===== src/rtl/stream_pkg.sv =====
// rtl/stream_pkg.sv - shared types and constants for the stream packetizer
package stream_pkg;

  localparam int PKT_CNT_W   = 16;
  localparam int BEAT_DATA_W = 32;

  typedef enum logic {
    IDLE = 1'b0,
    BUSY = 1'b1
  } pkt_state_e;

  typedef struct packed {
    logic [BEAT_DATA_W-1:0] data;
    logic                   last;
  } beat_t;

endpackage


===== src/rtl/pkt_beat_cnt.sv =====
// rtl/pkt_beat_cnt.sv - beat index within a packet with sync clear and last-beat detect
module pkt_beat_cnt
  import stream_pkg::*;
#(
  parameter int SIZE = 12
) (
  input  logic            clk,
  input  logic            rst,
  input  logic            clr,
  input  logic            en,
  input  logic [SIZE-1:0] len,
  output logic            is_last
);

  logic [SIZE-1:0] idx_q, idx_d;

  always_comb begin
    idx_d = idx_q;
    if (clr) begin
      idx_d = '0;
    end else if (en) begin
      idx_d = idx_q + SIZE'(1);
    end
  end

  always_ff @(posedge clk) begin
    if (rst) begin
      idx_q <= '0;
    end else begin
      idx_q <= idx_d;
    end
  end

  // len == 0 means an unbounded packet; the index simply wraps
  assign is_last = (len != '0) && (idx_q == len - SIZE'(1));

endmodule


===== src/rtl/stream_packetizer.sv =====
// rtl/stream_packetizer.sv - AXI-Stream TLAST framing with a registered 2-entry skid output
// Optional PKT_STATS_EN enables pkt_done / pkt_cnt; otherwise both are tied to 0.
module stream_packetizer
  import stream_pkg::*;
#(
  parameter int DATA_W = BEAT_DATA_W,
  parameter int SIZE   = 12
) (
  input  logic                 aclk,
  input  logic                 areset,
  input  logic [SIZE-1:0]      cfg_len,
  input  logic [DATA_W-1:0]    s_axis_tdata,
  input  logic                 s_axis_tvalid,
  output logic                 s_axis_tready,
  output logic [DATA_W-1:0]    m_axis_tdata,
  output logic                 m_axis_tvalid,
  input  logic                 m_axis_tready,
  output logic                 m_axis_tlast,
  output logic                 busy,
  output logic                 pkt_done,
  output logic [PKT_CNT_W-1:0] pkt_cnt
);

  pkt_state_e      state_q, state_d;
  logic [SIZE-1:0] len_q, len_d;
  logic [SIZE-1:0] cnt_len;
  logic            is_last, cnt_clr, cnt_en, in_fire;

  beat_t main_q, main_d, skid_q, skid_d, in_beat;
  logic  main_valid_q, main_valid_d;
  logic  skid_valid_q, skid_valid_d;
  logic  ready_q, ready_d;

  assign in_fire = s_axis_tvalid && ready_q;
  // The first beat of a packet is framed against cfg_len before it is latched
  assign cnt_len = (state_q == IDLE) ? cfg_len : len_q;

  pkt_beat_cnt #(.SIZE(SIZE)) u_beat_cnt (
    .clk     (aclk),
    .rst     (areset),
    .clr     (cnt_clr),
    .en      (cnt_en),
    .len     (cnt_len),
    .is_last (is_last)
  );

  always_comb begin
    state_d = state_q;
    len_d   = len_q;
    cnt_clr = 1'b0;
    cnt_en  = 1'b0;
    if (in_fire) begin
      if (state_q == IDLE) begin
        len_d = cfg_len;
      end
      if (is_last) begin
        cnt_clr = 1'b1;
        state_d = IDLE;
      end else begin
        cnt_en  = 1'b1;
        state_d = BUSY;
      end
    end
  end

  assign in_beat = '{data: s_axis_tdata, last: is_last};

  // Input is only accepted while the skid is empty, so it can never overflow
  always_comb begin
    main_d       = main_q;
    main_valid_d = main_valid_q;
    skid_d       = skid_q;
    skid_valid_d = skid_valid_q;
    if (!main_valid_q || m_axis_tready) begin
      if (skid_valid_q) begin
        main_d       = skid_q;
        main_valid_d = 1'b1;
        skid_valid_d = 1'b0;
      end else if (in_fire) begin
        main_d       = in_beat;
        main_valid_d = 1'b1;
      end else begin
        main_valid_d = 1'b0;
      end
    end else if (in_fire) begin
      skid_d       = in_beat;
      skid_valid_d = 1'b1;
    end
    ready_d = !skid_valid_d;
  end

  always_ff @(posedge aclk) begin
    if (areset) begin
      state_q      <= IDLE;
      len_q        <= '0;
      main_q       <= '0;
      main_valid_q <= 1'b0;
      skid_q       <= '0;
      skid_valid_q <= 1'b0;
      ready_q      <= 1'b0;
    end else begin
      state_q      <= state_d;
      len_q        <= len_d;
      main_q       <= main_d;
      main_valid_q <= main_valid_d;
      skid_q       <= skid_d;
      skid_valid_q <= skid_valid_d;
      ready_q      <= ready_d;
    end
  end

  assign s_axis_tready = ready_q;
  assign m_axis_tdata  = main_q.data;
  assign m_axis_tlast  = main_q.last;
  assign m_axis_tvalid = main_valid_q;
  assign busy          = (state_q == BUSY);

`ifdef PKT_STATS_EN
  logic                 done_q, done_d;
  logic [PKT_CNT_W-1:0] cnt_q, cnt_d;

  always_comb begin
    done_d = main_valid_q && m_axis_tready && main_q.last;
    cnt_d  = cnt_q + {{(PKT_CNT_W-1){1'b0}}, done_d};
  end

  always_ff @(posedge aclk) begin
    if (areset) begin
      done_q <= 1'b0;
      cnt_q  <= '0;
    end else begin
      done_q <= done_d;
      cnt_q  <= cnt_d;
    end
  end

  assign pkt_done = done_q;
  assign pkt_cnt  = cnt_q;
`else
  assign pkt_done = 1'b0;
  assign pkt_cnt  = '0;
`endif

endmodule


===== config.mk =====
export PLATFORM = sky130hd
export DESIGN_NAME = stream_packetizer
export DESIGN_NICKNAME = d
export VERILOG_FILES = /design/src/rtl/stream_pkg.sv /design/src/rtl/pkt_beat_cnt.sv /design/src/rtl/stream_packetizer.sv
export SDC_FILE = /design/constraint.sdc
export NUM_CORES = 1
export LEC_CHECK = 0
export ABC_AREA = 1
export BUFFER_PORTS_ARGS = -buffer_cell sky130_fd_sc_hd__buf_2
export CORE_MARGIN = 5
export CORE_UTILIZATION = 50
export CTS_CLUSTER_DIAMETER = 50
export DETAILED_ROUTE_END_ITERATION = 8
export GPL_TIMING_DRIVEN = 0
export MAX_ROUTING_LAYER = met4
export PLACE_DENSITY = 0.81
export SETUP_SLACK_MARGIN = 0.1
export SLEW_MARGIN = 20
export SYNTH_ARGS = -nofsm -noshare
export SYNTH_HDL_FRONTEND = slang
export SYNTH_SLANG_ARGS = --single-unit

===== constraint.sdc =====
create_clock -name aclk -period 2.6 [get_ports aclk]
set_input_delay 0.52 -clock aclk [delete_from_list [all_inputs] [get_ports aclk]]
set_output_delay 0.52 -clock aclk [all_outputs]
set_load 0.05 [all_outputs]

== Yosys cells after proc, flatten, opt, wreduce, memory -nomap -nowiden ==
Index checks and enable logic that the tools add are counted.

* Register bits: 94
* Bits of input ports: 48
* Logic and storage cells: 35

* Add/sub/neg operators: 2
* Equal/unequal tests: 1
* Multiplexer cells: 11
* Bitwise gates (word level): 1
* Reductions and logical operators: 10

{| class="wikitable"
|+ Operators with widths
! operator !! count
|-
| 2-to-1 mux 33 bit || 2
|-
| adder 12 x 1 -> 12 bit, second input constant || 1
|-
| equality test 12 bit || 1
|-
| 2-to-1 mux 12 bit || 1
|-
| nonzero test 12 bit || 1
|-
| subtractor 12 x 1 -> 12 bit, second input constant || 1
|-
| 2-to-1 mux 1 bit || 8
|-
| AND reduction 2 bit || 2
|-
| logical AND 1 bit || 2
|-
| logical NOT 1 bit || 2
|-
| nonzero test 2 bit || 1
|-
| OR reduction 2 bit || 1
|-
| logical OR 1 bit || 1
|-
| NOT 1 bit || 1
|}

== Logic depth before layout (Yosys ltp) ==
* Word-level depth: 7
* Gate-level depth with buffers: 18

== Cells and area by module ==
From an unflattened synthesis, not the netlist that was laid out.

* Cell total of the unflattened synthesis: 799
* Area total of the unflattened synthesis: 5023.6 sq um

{| class="wikitable"
|+ Modules (own cells, without submodules)
! module !! times used !! cells each !! area each (sq um) !! sequential area each (sq um)
|-
| stream_packetizer || 1 || 619 || 4000.1 || 1641.6
|-
| pkt_beat_cnt || 1 || 180 || 1023.5 || 240.2
|}

== Worst setup path after synthesis ==
No wires, ideal clock.

* Path type: reg-to-reg
* Start: register state_q, in the netlist busy
* End: register u_beat_cnt.idx_q[10]
* Library setup time: 0.118 ns
* Arrival time: 2.422 ns
* Data required time: 2.482 ns
* Setup slack: 0.060 ns
* Stages on the path, launching flop included: 17
* Path buffers: 2
* Cell sequence: dfxtp_1 inv_2 buf_6 nand2_1 nand2_2 ha_1 xor2_1 nand3_1 nor2_1 nand2_1 nor2_1 nand2_1 nor2_2 nand3_2 buf_2 nand3_1 a21oi_2

* Cells in the longest elaborated chain, start to end: 7
* Elaborated cells on any way between the ends: 10
* Those cells by class: add/sub: 1; eq/ne: 1; mux: 5; reduce/logical: 3

{| class="wikitable"
|+ RTL lines
! item !! line !! RTL
|-
| start: declaration || stream_packetizer.sv:24 || <nowiki>pkt_state_e state_q, state_d;</nowiki>
|-
| start signal: assignment || stream_packetizer.sv:102 || <nowiki>state_q <= state_d;</nowiki>
|-
| 2-to-1 mux 12 bit (*) || n/a ||
|-
| subtractor 12 x 1 -> 12 bit || pkt_beat_cnt.sv:35 || <nowiki>assign is_last = (len != '0) && (idx_q == len - SIZE'(1));</nowiki>
|-
| equality test 12 bit || pkt_beat_cnt.sv:35 ||
|-
| logical AND 1 bit (*) || pkt_beat_cnt.sv:35 ||
|-
| 2-to-1 mux 1 bit || stream_packetizer.sv:56 || <nowiki>if (is_last) begin</nowiki>
|-
| 2-to-1 mux 1 bit || stream_packetizer.sv:52 || <nowiki>if (in_fire) begin</nowiki>
|-
| OR reduction 2 bit (no line) || n/a ||
|-
| end signal: assignment || pkt_beat_cnt.sv:30 || <nowiki>idx_q <= idx_d;</nowiki>
|-
| end: declaration || pkt_beat_cnt.sv:15 || <nowiki>logic [SIZE-1:0] idx_q, idx_d;</nowiki>
|}

Every way passes the cells marked *; elsewhere a longest branch is shown, timed or not.
A chain may end at the register's enable or synchronous reset.

== Final worst setup path ==
* Start: register state_q, in the netlist busy
* End: register u_beat_cnt.idx_q[3]

The elaborated chain is that of the path after synthesis.

==> summary.txt <==
Number of global-route vias before repair -> 4660
Family with the most delay on the worst path -> simple AND/OR/NAND/NOR gates
IR drop worst, VDD -> 353 µV
Status -> finished, final reports clean
Fillers -> 870
Clock skew -> 0.0127 ns
Synthesized instance count -> 687
Max Root-Sink Buffers -> 2
Design Area, Final -> 5740 µm²
Post-synthesis register bit count -> 94
GR Overflow Total -> 0
Setup violations, final -> 0
CP max FO -> 8
Die Y -> 107 µm
Share of layout cells above drive strength 1 -> 22.5%
Largest net degree at the start of global routing -> 19
Cell count of the worst reg-to-reg path -> 17
R2r endpoint -> u_beat_cnt.idx_q[3]
Full die area -> 11500 µm²
Synth Area per Inst -> 6.90 µm²
Number of diodes -> 0
Synth async-reset ratio -> 0%
Routed wire length -> 13000 µm
CTS buffer count -> 9
Setup TNS Final -> 0 ns
CTS clk-pin slew, worst paths -> 0.10 ns
ANT nets after route -> 0
Worst hold path class -> input pin to register
Placed cell area -> 5380 µm²
FF-to-FF Start -> busy
Vias/cell -> 5.17
DR WL/cell -> 13.8 µm
Initial Util -> 51.3%
Leading cell type in the layout, fill and taps excluded -> nand2_1
Fin nets -> 859
RSZ-0062 raised after global routing -> yes
Starting DRT DRC Count -> 287
Crit path capture type -> register
Cell Chain, Critical Path -> buf_8 -> buf_12 -> nand2_4 -> nand2_4 -> ha_4 -> xor2_2 -> nand3_1 -> nor2_1 -> nand2_1 -> nor2_1 -> nand2_1 -> nor2_4 -> nand3_4 -> nand2_4 -> buf_6 -> nand2_2 -> a21oi_2
Worst path bufs/invs -> 3
Die X-Extent -> 107 µm
Yosys cell types -> 31
Slowest Stage Delay on Critical Path -> 0.37 ns
Area grow syn2layout -> 21.0%
Total Routing Usage GR -> 23.1%
Worst setup path endpoint -> u_beat_cnt.idx_q[3]
Final Wtd Congestion -> 0.954
Buffers added on ports -> 83
CTS tree -> yes
TritonCTS Sinks -> 94
Worst setup startpoint -> busy
Post-DP HPWL -> 9680 µm
Max Freq -> 0.425 GHz
Max Cap Violations -> 0
Register area share after synthesis -> 39.7%
CTS root buf -> clkbuf_8
Core ar. -> 9240 µm²
Worst path slowest cell -> dfxtp_4
Minimum clock period -> 2.35 ns
Pins Over Slew Limit -> 0
Worst skew pair latency -> 0.37 ns
Most frequent cells in the layout -> nand2_1, dfxtp_1, nor2_1, buf_2, o21ai_0
Number of synthesized flops with an enable pin -> 0
Fin. Hold Viols -> 0
H-tree levels -> 3
CP Depth -> 17
I/O Pins -> 101
Worst slew pin tran -> 0.499 ns
R2R Setup Slk -> 0.25 ns
YS warnings -> 0
Main synth FF type -> dfxtp_1
Number of core rows -> 35
Critical Setup Path Class -> register to register
Antenna violations before repair -> 0
Mapped cell area -> 4740 µm²
First-pass GRT wire length -> 21200 µm
Routed via count -> 4874
Worst setup SP type -> register
# DRC -> 0
Pwr Total -> 3.21 mW
Fin crit share -> 90.4%
Critical Path AT -> 2.66 ns
Pre-Repair DR Iteration Count -> 8
Most used cell, CP -> nand2_4
Worst EP required -> 2.91 ns
Leakage -> 2.67 nW
Total power per unit cell area -> 559 nW/µm²
Rel. slew slack -> 66.6%
==> Yosys cell counts, types with 2 or more instances <==
library cell	instances	share of area, %
nand2_1	177	14
dfxtp_1	94	40
nor2_1	83	6.6
o21ai_0	78	8.2
inv_1	48	3.8
a31oi_1	33	4.4
nand3_1	31	3.3
clkbuf_1	29	2.3
a21oi_1	19	2.0
nand2_2	19	2.5
buf_4	18	2.8
xor2_1	12	2.2
a21oi_2	10	1.8
nor3_1	5	0.53
nor2_4	4	0.95
buf_6	3	0.71
ha_1	3	0.79
nand3_2	3	0.63
nor2_2	3	0.40
buf_1	2	0.16
clkinv_1	2	0.16
nand4_1	2	0.26
==> registers in the layout (all words and copies together) (netlist names) <==
signal            cells
skid_q               33
m_axis_tdata         32
u_beat_cnt.idx_q     12
m_axis_tvalid         1
busy                  1
m_axis_tlast          1
skid_valid_q          1
len_q                12
s_axis_tready         1
==> final cells by class <==
cell class | instances | area (µm²) | area share (%)
plain buffers | 54 | 320 | 5.58
clock buffers | 10 | 138 | 2.40
clock inverters | 6 | 60.1 | 1.05
inverters | 51 | 194 | 3.38
multi-input cells | 504 | 2480 | 43.2
flip-flops and latches | 94 | 1890 | 32.9
well taps | 129 | 161 | 2.81
repair buffers | 94 | 502 | 8.75
==> worst min path at each step <==
stage,from,to,cells after the start
6_report,areset,m_axis_tlast,2
5_1_grt,areset,m_axis_tvalid,2
4_1_cts,areset,m_axis_tlast,2
3_5_place_dp,skid_q[8],m_axis_tdata[7],2
3_3_place_gp,skid_q[26],m_axis_tdata[25],2
2_1_floorplan,skid_q[1],m_axis_tdata[0],2
==> per-layer routing <==
layer	up-vias	global-route usage (%)	wire length, µm
met1	2245	26.0	5220
met5	-	-	0
met4	0	7.75	258
li1	2429	-	-
met3	24	6.00	1030
met2	176	39.9	6490
==> metrics by stage <==
step	cells	utilization, %	hold slack (ns)	setup WS (ns)
6_report	942	62.1	0.374	0.249
5_1_grt	942	62.1	0.368	0.0582
4_1_cts	931	60.4	0.367	0.183
3_5_place_dp	915	58.2	0.461	0.109
3_3_place_gp	915	58.2	0.454	0.107
2_1_floorplan	703	-	0.447	0.271
==> power breakdown <==
part | switching, mW | internal (mW) | total (mW)
combinational | 0.492 | 0.207 | 0.699
clock | 0.565 | 0.401 | 0.966
sequential | 0.0366 | 1.50 | 1.54
total | 1.09 | 2.11 | 3.21
==> timing repair <==
action | CTS | global route
buffers inserted | 0 | 10
hold buffers | 0 | 0
setup endpoints to repair | 0 | 13
gates resized for setup | 0 | 19
==> worst reg2reg max path, delay by kind of cell, from the launching register on <==
family,cells,cell delay (ns)
XOR/XNOR,1,0.12
flip-flops,1,0.37
AND/OR/NAND/NOR,11,1.00
adder cells (fa/ha/maj),1,0.27
buffers and inverters,3,0.40
AO/OA/AOI/OAI,1,0.13
==> kinds of logic after synthesis <==
| logic type | after synthesis | share of synthesized area (%) |
|---|---|---|
| AND/OR/NAND/NOR | 329 | 29.5 |
| AO/OA/AOI/OAI | 141 | 16.6 |
| flip-flops | 94 | 39.7 |
| buffers and inverters | 105 | 10.6 |
| XOR/XNOR | 14 | 2.74 |
| adder cells (fa/ha/maj) | 3 | 0.792 |
| other | 1 | 0.0791 |
No activity file was read; power rests on OpenSTA's default activity.
